==> src/rtl/alu_pkg.sv <==
// Shared definitions for the alu datapath and its scheduler: opcodes, data width, FSM states.
package alu_pkg;

    localparam int unsigned ALU_W = 4;

    localparam logic [2:0] OC_ADD = 3'b000;
    localparam logic [2:0] OC_SUB = 3'b001;
    localparam logic [2:0] OC_MUL = 3'b010;
    localparam logic [2:0] OC_DIV = 3'b011;
    localparam logic [2:0] OC_NOT = 3'b100;
    localparam logic [2:0] OC_XOR = 3'b101;
    localparam logic [2:0] OC_OR  = 3'b110;
    localparam logic [2:0] OC_AND = 3'b111;

    typedef enum logic [1:0] {
        ST_IDLE,
        ST_EXEC,
        ST_RESP
    } state_e;

endpackage

==> src/rtl/alu_sched_if.sv <==
// Request/response bundle between two operand producers, one result consumer and alu_sched.
interface alu_sched_if #(
    parameter int unsigned CNT_W = 8
);
    import alu_pkg::*;

    logic             req0_valid;
    logic             req0_ready;
    logic [2:0]       req0_oc;
    logic [ALU_W-1:0] req0_a;
    logic [ALU_W-1:0] req0_b;

    logic             req1_valid;
    logic             req1_ready;
    logic [2:0]       req1_oc;
    logic [ALU_W-1:0] req1_a;
    logic [ALU_W-1:0] req1_b;

    logic             rsp_valid;
    logic             rsp_ready;
    logic [ALU_W-1:0] rsp_f;
    logic             rsp_id;
    logic             rsp_err;

    logic             busy;
    logic [CNT_W-1:0] op_cnt;

    modport master (
        output req0_valid, req0_oc, req0_a, req0_b,
        output req1_valid, req1_oc, req1_a, req1_b,
        output rsp_ready,
        input  req0_ready, req1_ready,
        input  rsp_valid, rsp_f, rsp_id, rsp_err, busy, op_cnt
    );

    modport slave (
        input  req0_valid, req0_oc, req0_a, req0_b,
        input  req1_valid, req1_oc, req1_a, req1_b,
        input  rsp_ready,
        output req0_ready, req1_ready,
        output rsp_valid, rsp_f, rsp_id, rsp_err, busy, op_cnt
    );

endinterface

==> src/rtl/alu.sv <==
// Combinational 4-bit ALU; arithmetic results wrap modulo 16.
module alu
    import alu_pkg::*;
(
    input  logic [2:0]       oc,
    input  logic [ALU_W-1:0] a,
    input  logic [ALU_W-1:0] b,
    output logic [ALU_W-1:0] f
);

    always_comb begin
        f = '0;
        unique case (oc)
            OC_ADD: f = a + b;
            OC_SUB: f = a - b;
            OC_MUL: f = a * b;
            // Divide-by-zero yields all ones here; the scheduler masks it anyway.
            OC_DIV: f = (b == '0) ? '1 : a / b;
            OC_NOT: f = ~a;
            OC_XOR: f = a ^ b;
            OC_OR:  f = a | b;
            OC_AND: f = a & b;
        endcase
    end

endmodule

==> src/rtl/alu_sched.sv <==
// Round-robin scheduler sharing one alu between two requesters, with a valid/ready response.
module alu_sched #(
    parameter int unsigned CNT_W = 8
) (
    input logic       clk,
    input logic       rst_n,
    alu_sched_if.slave bus
);
    import alu_pkg::*;

    state_e           state_q, state_d;
    logic             last_q;
    logic             id_q;
    logic [2:0]       oc_q;
    logic [ALU_W-1:0] a_q, b_q;
    logic [ALU_W-1:0] f_q;
    logic             err_q;
    logic [CNT_W-1:0] cnt_q;

    logic             grant0, grant1;
    logic             acc0, acc1, accept, hs;
    logic             div0;
    logic [ALU_W-1:0] alu_f;

    // On a tie the requester not served last wins; last_q=1 favours requester 0.
    assign grant0 = bus.req0_valid && (!bus.req1_valid || last_q);
    assign grant1 = bus.req1_valid && (!bus.req0_valid || !last_q);

    assign bus.req0_ready = (state_q == ST_IDLE) && grant0;
    assign bus.req1_ready = (state_q == ST_IDLE) && grant1;

    assign acc0   = bus.req0_valid && bus.req0_ready;
    assign acc1   = bus.req1_valid && bus.req1_ready;
    assign accept = acc0 || acc1;
    assign hs     = (state_q == ST_RESP) && bus.rsp_ready;
    assign div0   = (oc_q == OC_DIV) && (b_q == '0);

    alu u_alu (
        .oc (oc_q),
        .a  (a_q),
        .b  (b_q),
        .f  (alu_f)
    );

    always_comb begin
        state_d = state_q;
        unique case (state_q)
            ST_IDLE: if (accept) state_d = ST_EXEC;
            ST_EXEC: state_d = ST_RESP;
            ST_RESP: if (hs) state_d = ST_IDLE;
            default: state_d = ST_IDLE;
        endcase
    end

    always_ff @(posedge clk) begin
        if (!rst_n) begin
            state_q <= ST_IDLE;
            last_q  <= 1'b1;
            id_q    <= 1'b0;
            oc_q    <= OC_ADD;
            a_q     <= '0;
            b_q     <= '0;
            f_q     <= '0;
            err_q   <= 1'b0;
            cnt_q   <= '0;
        end else begin
            state_q <= state_d;
            if (accept) begin
                last_q <= acc1;
                id_q   <= acc1;
                oc_q   <= acc1 ? bus.req1_oc : bus.req0_oc;
                a_q    <= acc1 ? bus.req1_a  : bus.req0_a;
                b_q    <= acc1 ? bus.req1_b  : bus.req0_b;
            end
            if (state_q == ST_EXEC) begin
                f_q   <= div0 ? '0 : alu_f;
                err_q <= div0;
            end
            if (hs) begin
                cnt_q <= cnt_q + CNT_W'(1);
            end
        end
    end

    assign bus.rsp_valid = (state_q == ST_RESP);
    assign bus.rsp_f     = f_q;
    assign bus.rsp_id    = id_q;
    assign bus.rsp_err   = err_q;
    assign bus.busy      = (state_q != ST_IDLE);
    assign bus.op_cnt    = cnt_q;

endmodule
==> src/flat_wrapper.sv <==
// flat-port wrapper written by rule: the top's interface ports become plain ports
module alu_sched_flat import alu_pkg::*;
#(
    parameter int unsigned CNT_W = 8
)
  (clk, rst_n, bus_req0_valid, bus_req0_oc, bus_req0_a, bus_req0_b, bus_req1_valid, bus_req1_oc, bus_req1_a, bus_req1_b, bus_rsp_ready, bus_req0_ready, bus_req1_ready, bus_rsp_valid, bus_rsp_f, bus_rsp_id, bus_rsp_err, bus_busy, bus_op_cnt);
  alu_sched_if #(.CNT_W(CNT_W)) bus_i ();
  input logic clk;
  input logic rst_n;
  input wire logic [$bits(bus_i.req0_valid)-1:0] bus_req0_valid;
  input wire logic [$bits(bus_i.req0_oc)-1:0] bus_req0_oc;
  input wire logic [$bits(bus_i.req0_a)-1:0] bus_req0_a;
  input wire logic [$bits(bus_i.req0_b)-1:0] bus_req0_b;
  input wire logic [$bits(bus_i.req1_valid)-1:0] bus_req1_valid;
  input wire logic [$bits(bus_i.req1_oc)-1:0] bus_req1_oc;
  input wire logic [$bits(bus_i.req1_a)-1:0] bus_req1_a;
  input wire logic [$bits(bus_i.req1_b)-1:0] bus_req1_b;
  input wire logic [$bits(bus_i.rsp_ready)-1:0] bus_rsp_ready;
  output wire logic [$bits(bus_i.req0_ready)-1:0] bus_req0_ready;
  output wire logic [$bits(bus_i.req1_ready)-1:0] bus_req1_ready;
  output wire logic [$bits(bus_i.rsp_valid)-1:0] bus_rsp_valid;
  output wire logic [$bits(bus_i.rsp_f)-1:0] bus_rsp_f;
  output wire logic [$bits(bus_i.rsp_id)-1:0] bus_rsp_id;
  output wire logic [$bits(bus_i.rsp_err)-1:0] bus_rsp_err;
  output wire logic [$bits(bus_i.busy)-1:0] bus_busy;
  output wire logic [$bits(bus_i.op_cnt)-1:0] bus_op_cnt;
  assign bus_i.req0_valid = bus_req0_valid;
  assign bus_i.req0_oc = bus_req0_oc;
  assign bus_i.req0_a = bus_req0_a;
  assign bus_i.req0_b = bus_req0_b;
  assign bus_i.req1_valid = bus_req1_valid;
  assign bus_i.req1_oc = bus_req1_oc;
  assign bus_i.req1_a = bus_req1_a;
  assign bus_i.req1_b = bus_req1_b;
  assign bus_i.rsp_ready = bus_rsp_ready;
  assign bus_req0_ready = bus_i.req0_ready;
  assign bus_req1_ready = bus_i.req1_ready;
  assign bus_rsp_valid = bus_i.rsp_valid;
  assign bus_rsp_f = bus_i.rsp_f;
  assign bus_rsp_id = bus_i.rsp_id;
  assign bus_rsp_err = bus_i.rsp_err;
  assign bus_busy = bus_i.busy;
  assign bus_op_cnt = bus_i.op_cnt;
  alu_sched #(.CNT_W(CNT_W)) u_core (.clk(clk), .rst_n(rst_n), .bus(bus_i));
endmodule
==> config.mk <==
export PLATFORM = sky130hd
export DESIGN_NAME = alu_sched_flat
export DESIGN_NICKNAME = d
export VERILOG_FILES = /design/src/rtl/alu_pkg.sv /design/src/rtl/alu_sched_if.sv /design/src/rtl/alu.sv /design/src/rtl/alu_sched.sv /design/src/flat_wrapper.sv
export SDC_FILE = /design/constraint.sdc
export NUM_CORES = 1
export LEC_CHECK = 0
export CORE_MARGIN = 2
export CORE_UTILIZATION = 45
export CTS_BUF_LIST = sky130_fd_sc_hd__clkbuf_4 sky130_fd_sc_hd__clkbuf_8
export CTS_CLUSTER_DIAMETER = 100
export CTS_CLUSTER_SIZE = 28
export DETAILED_ROUTE_END_ITERATION = 12
export PLACE_DENSITY = 0.67
export REMOVE_ABC_BUFFERS = 1
export SLEW_MARGIN = 20
export SYNTH_ARGS = -nofsm -noshare
export SYNTH_HDL_FRONTEND = slang
export SYNTH_SLANG_ARGS = --single-unit
==> constraint.sdc <==
create_clock -name clk -period 8.15 [get_ports clk]
set_input_delay 1.63 -clock clk [delete_from_list [all_inputs] [get_ports clk]]
set_output_delay 1.63 -clock clk [all_outputs]
set_load 0.1 [all_outputs]
# Yosys cells after proc, flatten, opt, wreduce, memory -nomap -nowiden

Index checks and enable logic that the tools add are counted.

Register bits: 28
Logic and storage cells: 57
Output and inout bits: 18
Bits of input ports: 27

Mux-type cells: 9
Eq/ne operators: 11
Reductions and logical operators: 19
Add/sub/neg operators: 3
$mul: 1
Bitwise gates (word level): 4
Divide/modulo/power cells: 1

Operators with widths:

| cell                                                                     | count |
|---|---|
| 4-bit case mux with 8 select lines                                       | 1 |
| 4-bit two-way mux                                                        | 4 |
| 3-bit equality test (second input constant)                              | 4 |
| 8-bit by 1-bit adder with 8-bit output (second input constant)           | 1 |
| 1-bit logical AND                                                        | 8 |
| 3-bit by 2-bit equality test with 1-bit output (second input constant)   | 2 |
| 2-bit case mux with 3 select lines                                       | 1 |
| 4-bit adder                                                              | 1 |
| 4-bit bitwise AND                                                        | 1 |
| 4-bit by 4-bit divider with 4-bit output                                 | 1 |
| 4-bit logical NOT                                                        | 1 |
| 4-bit by 4-bit multiplier with 4-bit output                              | 1 |
| 2-bit two-way mux                                                        | 2 |
| 2-bit by 1-bit inequality test with 1-bit output (second input constant) | 2 |
| 4-bit NOT                                                                | 1 |
| 4-bit OR                                                                 | 1 |
| 4-bit subtractor                                                         | 1 |
| 4-bit XOR                                                                | 1 |
| 3-bit by 1-bit equality test with 1-bit output (second input constant)   | 1 |
| 1-bit logical NOT                                                        | 3 |
| 3-bit logical NOT                                                        | 1 |
| 1-bit logical OR                                                         | 3 |
| 3-bit two-way mux                                                        | 1 |
| 2-bit by 1-bit equality test with 1-bit output (second input constant)   | 1 |
| other kinds (4)                                                          | 4 |

# Logic depth before layout (Yosys ltp)

Gate-level depths: netlist (run 1).

Depth in word-level cells: 8
Depth in mapped cells: 21

# Hierarchy

Synthesis (run 1) repeated with hierarchy kept, for this count alone.

Cell total of the unflattened synthesis: 300
Area total of the unflattened synthesis: 2437.3 um^2

By module, submodules not included:

| module    | cells each | seq. area each (um^2) | instances | area an instance (um^2) |
|---|---|---|---|---|
| alu_sched | 164        | 560.5                 | 1         | 1408.9 |
| alu       | 136        | 0.0                   | 1         | 1028.5 |

# Worst setup path after synthesis (run 1)

Ideal clock, no wire load.

Path type: input-to-output
From: input bus_req0_valid
To: output bus_req1_ready
Stages: 4
Setup slack: 3.838 ns
Arrival: 2.682 ns
Path through: nand2_1 nand3_1 clkbuf_1 inv_1

Cells in the longest elaborated chain, start to end: 4

RTL lines:

| element           | line               | RTL |
|---|---|---|
| from (decl)       | flat_wrapper.sv:10 | `input wire logic [$bits(bus_i.req0_valid)-1:0] bus_req0_valid;` |
| 1-bit logical NOT | alu_sched.sv:27    | `assign grant1 = bus.req1_valid && (!bus.req0_valid \|\| !last_q);` |
| 1-bit logical OR  | alu_sched.sv:27    |  |
| 1-bit logical AND | alu_sched.sv:27    |  |
| 1-bit logical AND | alu_sched.sv:30    | `assign bus.req1_ready = (state_q == ST_IDLE) && grant1;` |
| to (decl)         | flat_wrapper.sv:20 | `output wire logic [$bits(bus_i.req1_ready)-1:0] bus_req1_ready;` |

Every way passes these cells.

# Final worst setup path (run 1)

Same ends and word-level chain as after synthesis.

==> flow_summary.toml, run 1 <==
[floorplan]
core-area_sq_um = 5010
die_h_um = 75.6
io_pins = 45
die_w_um = 75.6
rows = 26
start_util = 0.460
dieArea_sq_um = 5710

[power]
power_uw = 519
vdd_drop_max_mv = 0.108
p_leak_nw = 1.31
power_density_nw_per_um2 = 185

[route]
drtPass1Iterations = 4
drt_first_iter_violations = 57
drc = 0
viasPerCell = 5.21
routed_wl_um = 4950
via_count = 1886
wl_per_cell_um = 13.7
ant_nets = 0

[grt]
overflow = 0
top_usage_layer = "met2"
use_met1 = 0.247
grt_max_degree = 30
track_usage = 0.180
grt_use_met2 = 0.301
met3_usage = 0.0344
first_global_vias = 1692
antenna_found_initial = 0
grt_pass1_wl_um = 7910

[cts]
cts_hold_buf = 0
insertion_delay_ns = 0.27
numClockSinks = 28
cts_max_path_buffers = 2
cts-root-buf = "clkbuf_8"
clk_transition_reported_paths_ns = 0.09
post_cts_resized = 0
htreeDepth = 1
cts_buffers = 3
cts_setup_buffers = 0
cts_tree = "done"

[sta]
finClkSkew_ns = 0.00464
period_share = 0.698
setup_tns_ns = 0
setup_slack_ns = 2.46
fmax_ghz = 0.176
report.final.slew_viol_count = 0
worstMarginPinSlew_ns = 0.969
period_needed_ns = 5.69
setup_viol = 0
hold_violations = 0
slew_headroom = 0.352
worst_hold_slack_ns = 0.473
rsz0062_at_grt = "no"

[worst_hold_path]
hold_path_class = "register to register"
whs_endpoint = "u_core.bus.rsp_f[2]"
worstHoldStart = "u_core.bus.rsp_f[2]"
hold_depth = 2

[yosys]
seq_area_frac_synth = 0.243
synth_edf_count = 0
syn-mean-instance-area_sq_um = 8.86
syn_area_sq_um = 2300
synthDistinctLibCells = 51
synth_cells = 260
synth_seq_cells = 28
synthFlopType = "dfxtp_1"
synthArstFlopShare = 0
ys_warn_count = 0

[critical_path]
ff2ff_path_depth = 16
slowest_delay_ns = 1.15
worst_ep_arrival_time_ns = 4.06
worst-setup-path-type = "input port to primary output"
critPathMostFrequentCell = "clkdlybuf4s50_1"
endpoint_kind = "primary output"
cp_max_fo = 25
startpoint_type = "input port"
r2r_end = "u_core.bus.rsp_f[0]"
crit_chain = "clkdlybuf4s50_1, nand2_1, nand3_1, inv_1, clkdlybuf4s50_1"
worst_path_max_delay_cell = "clkdlybuf4s50_1"
reg2reg_slack_ns = 3.61
required_ns = 6.52
reg2reg_from = "u_core.b_q[0]"

[finish]
final_common_cell = "clkdlybuf4s50_1"
final_cells = 362
drive_gt1_frac = 0.0582
n_antenna_cell = 0
seqCellArea_sq_um = 561
finalNetCount = 352
final.fill_count = 497
most-common-layout-cells = "clkdlybuf4s50_1 (44), ha_1 (30), dfxtp_1 (28)"
multi_input_area_sq_um = 1600
syn_to_final_growth_pct = 21.7

[placement]
dp_hpwl_um = 3820
io_buffers = 44
dp_cells = 359
gp_congestion = 0.868
dp_slack_ns = 2.44

[job]
max_cap_violations = 0

[outcome]
outcome = "finished, final reports clean"
==> layout make-up <==
| class | count | share of cell area |
|---|---|---|
| Sequential cell | 28 | 0.200 |
| Clock buffer | 3 | 0.0147 |
| Timing Repair Buffer | 44 | 0.157 |
| Tap cell | 70 | 0.0312 |
| Inverter | 19 | 0.0254 |
| Multi-Input combinational cell | 198 | 0.572 |
==> through the flow <==
| step | utilization | cell area, sq um |
|---|---|---|
| after global routing | 0.560 | 2800 |
| final | 0.560 | 2800 |
| after floorplan | - | 2230 |
| after detailed placement | 0.551 | 2760 |
| after CTS | 0.560 | 2800 |
| after global placement | 0.551 | 2760 |
==> layer usage <==
layer / vias to the layer above / share of wire
met1: 879 / 0.48
met5: - / 0
met3: 0 / 0.038
met2: 38 / 0.49
li1: 969 / -
met4: 0 / 0
==> sequential cells by signal, indices dropped and copies added (netlist names) <==
register,count
u_core.oc_q,3
u_core.b_q,4
u_core.a_q,4
u_core.bus.rsp_id,1
u_core.state_q,2
u_core.bus.rsp_err,1
u_core.last_q,1
u_core.bus.rsp_f,4
u_core.bus.op_cnt,8
==> critical path: cells and delay by family <==
| kind | cells | cell delay, ns |
|---|---|---|
| simple gates | 2 | 0.66 |
| buf+inv | 3 | 1.77 |
==> synth_stat cells (2+ instances only) <==
library cell,instances,share of area
ha_1,30,0.16
buf_2,8,0.017
o21ai_0,7,0.015
clkbuf_1,6,0.0098
o211a_1,11,0.048
mux2_2,3,0.015
nand2b_1,3,0.0081
and3b_1,2,0.0076
mux4_2,2,0.020
inv_1,19,0.031
nand2_2,2,0.0054
mux2i_1,14,0.061
a21boi_0,3,0.0098
a21oi_1,9,0.020
and3_1,2,0.0054
dfxtp_1,28,0.24
nand3_1,6,0.013
o31ai_1,3,0.0098
o21ai_1,2,0.0043
xor2_1,2,0.0076
o211ai_1,3,0.0098
nor3_1,2,0.0043
nor2b_1,3,0.0081
nand4_1,2,0.0054
xnor2_1,14,0.053
o21a_1,6,0.020
nand2_1,26,0.042
nor2_1,12,0.020
and2_1,8,0.022
==> kinds of logic (layout without fill, tap and decap cells) <==
logic type / Yosys count / count (layout) / synth area share
AND/OR/NAND/NOR: 75 / 75 / 0.171
buffers and inverters: 34 / 66 / 0.0613
flip-flops: 28 / 28 / 0.243
multiplexers: 20 / 20 / 0.0999
adder cells (fa/ha/maj): 31 / 31 / 0.172
XOR/XNOR: 18 / 18 / 0.0776
AO/OA/AOI/OAI: 54 / 54 / 0.175
==> how the worst max path moves through the flow <==
stage / start / endpoint / slack (ns) / cells past startpoint
after floorplan: bus_req0_valid / bus_req1_ready / 3.60 / 3
after global placement: bus_req0_valid / bus_req1_ready / 2.46 / 5
after detailed placement: bus_req0_valid / bus_req1_ready / 2.44 / 5
after CTS: bus_req0_valid / bus_req1_ready / 2.44 / 5
after global routing: bus_req0_valid / bus_req1_ready / 2.32 / 5
final: bus_req0_valid / bus_req1_ready / 2.46 / 5
==> power breakdown <==
part	internal, mW	leakage [nW]	switching (mW)
clock	0.0331	0.0216	0.0401
combinational	0.124	1.06	0.148
sequential	0.148	0.229	0.0253
Power figures use the tool's default switching activity.
==> inputs of run 2 (changes only) <==
--- a/config.mk
+++ b/config.mk
@@ -11,7 +11,7 @@
 export CTS_CLUSTER_DIAMETER = 100
 export CTS_CLUSTER_SIZE = 28
 export DETAILED_ROUTE_END_ITERATION = 12
-export PLACE_DENSITY = 0.67
+export PLACE_DENSITY = 0.7
 export REMOVE_ABC_BUFFERS = 1
 export SLEW_MARGIN = 20
 export SYNTH_ARGS = -nofsm -noshare
==> constraint.sdc (replaced) <==
create_clock -name clk -period 5.1 [get_ports clk]
set_input_delay 1.02 -clock clk [delete_from_list [all_inputs] [get_ports clk]]
set_output_delay 1.02 -clock clk [all_outputs]
set_load 0.1 [all_outputs]
==> run 2 against run 1 <==
Compared with the run above:
- die area is the same
- cell count grew 0.83%
- setup slack lost 1.7 ns
- critical endpoint is now u_core.bus.rsp_f[0]
- wire length shrank 0.93%
- critical path type is now register to register
- sequential cell count is the same
- core utilization grew 0.47 points
- clock skew grew 0.0027 ns
- global-route usage grew 0.85 points
==> flow_summary.toml, run 2 (same netlist as run 1, synthesis figures left out) <==
[grt]
grt_max_degree = 30
track_usage = 0.188
grt_pass1_wl_um = 8390
first_global_vias = 1884
antenna_found_initial = 0
overflow = 0

[critical_path]
endpoint_kind = "register"
critPathMostFrequentCell = "ha_1"
crit_chain = "inv_1, ha_1, a21oi_1, ha_1, o21a_1, o21ai_1, mux2_2, ha_1, o21ai_0, a21oi_1, mux2_2, ha_1, o21a_1, o21a_1, o31ai_1, a21oi_1"
required_ns = 5.27
worst-setup-path-type = "register to register"
startpoint_type = "register"
worst_ep_arrival_time_ns = 4.52
reg2reg_slack_ns = 0.74
slowest_delay_ns = 0.51
cp_max_fo = 8
worst_path_max_delay_cell = "dfxtp_1"

[sta]
rsz0062_at_grt = "no"
report.final.slew_viol_count = 0
period_needed_ns = 4.36
setup_viol = 0
hold_violations = 0
fmax_ghz = 0.229
setup_tns_ns = 0
finClkSkew_ns = 0.00730
worstMarginPinSlew_ns = 0.981
period_share = 0.855
slew_headroom = 0.344

[finish]
final.fill_count = 481
n_antenna_cell = 0
largest_register_ffs = 8
multi_input_area_sq_um = 1600
final_util = 0.564
drive_gt1_frac = 0.0746
most-common-layout-cells = "clkdlybuf4s50_1 (42), ha_1 (30), dfxtp_1 (28)"
syn_to_final_growth_pct = 22.7
finalNetCount = 354
final_common_cell = "clkdlybuf4s50_1"
seqCellArea_sq_um = 561

[floorplan]
die_w_um = 75.6
core-area_sq_um = 5010
start_util = 0.460
dieArea_sq_um = 5710
die_h_um = 75.6
rows = 26
io_pins = 45

[outcome]
outcome = "finished, final reports clean"

[cts]
htreeDepth = 1
insertion_delay_ns = 0.28
numClockSinks = 28
cts_tree = "done"
cts_hold_buf = 0
post_cts_resized = 0
clk_transition_reported_paths_ns = 0.10
cts_max_path_buffers = 2
cts_buffers = 3
cts-root-buf = "clkbuf_8"
cts_setup_buffers = 0

[route]
viasPerCell = 5.33
routed_wl_um = 4910
ant_nets = 0
drt_first_iter_violations = 65
via_count = 1945
wl_per_cell_um = 13.4
drtPass1Iterations = 4
drc = 0

[power]
p_leak_nw = 1.33
vdd_drop_max_mv = 0.157
power_density_nw_per_um2 = 303

[placement]
io_buffers = 44
gp_congestion = 0.896
dp_hpwl_um = 3760

[job]
max_cap_violations = 0

[worst_hold_path]
hold_path_class = "register to register"
-- run 2: changes by cell type in the layout (fill, tap and decap cells not counted) --
cell,before,now
buf_4,0,4
clkbuf_8,3,4
clkdlybuf4s50_1,44,42
-- run 2: path summary, 6_finish.rpt --
check,from,to,cells after the start
worst max-delay path,u_core.b_q[0],u_core.bus.rsp_f[0],16
worst min-delay path,u_core.bus.rsp_f[2],u_core.bus.rsp_f[2],2
worst max register to register,u_core.b_q[0],u_core.bus.rsp_f[0],16
worst min register to register,u_core.bus.rsp_f[2],u_core.bus.rsp_f[2],2
-- run 2: final cells by class --
cell class                      instances  share of cell area
Inverter                               19              0.0252
Timing Repair Buffer                   46               0.159
Multi-Input combinational cell        198               0.567
Clock buffer                            4              0.0195
Tap cell                               70              0.0310
Sequential cell                        28               0.198
-- run 2: per-layer routing --
| layer | track usage | vias up | routed length [um] |
|---|---|---|---|
| met3 | 0.0357 | 6 | 251 |
| li1 | - | 976 | - |
| met1 | 0.237 | 914 | 2240 |
| met5 | 0 | - | 0 |
| met2 | 0.344 | 49 | 2390 |
| met4 | 0.0195 | 0 | 25 |
-- run 2: critical path: cells and delay by family, from the launching register on --
kind | cells | cell delay, ns
compound gates | 9 | 1.56
flops | 1 | 0.51
buf+inv | 1 | 0.20
mux | 2 | 0.78
fa+ha+maj | 4 | 1.22
-- run 2: through the flow --
step                hold WS (ns)  cell area, sq um  worst slack, ns  total power, mW  cells
global placement           0.452              2770            0.917            0.710    361
global route               0.496              2830            0.338            0.922    365
CTS                        0.472              2830            0.745            0.862    365
detailed placement         0.459              2770            0.764            0.722    361
floorplan                  0.452              2230             1.16            0.611    245
finish                     0.469              2830            0.742            0.856    365
-- run 2: report_power, final --
part	leakage, nW	switching (mW)	internal, mW
combinational	1.07	0.239	0.201
sequential	0.229	0.0398	0.237
clock	0.0288	0.0698	0.0692
total	1.33	0.349	0.507
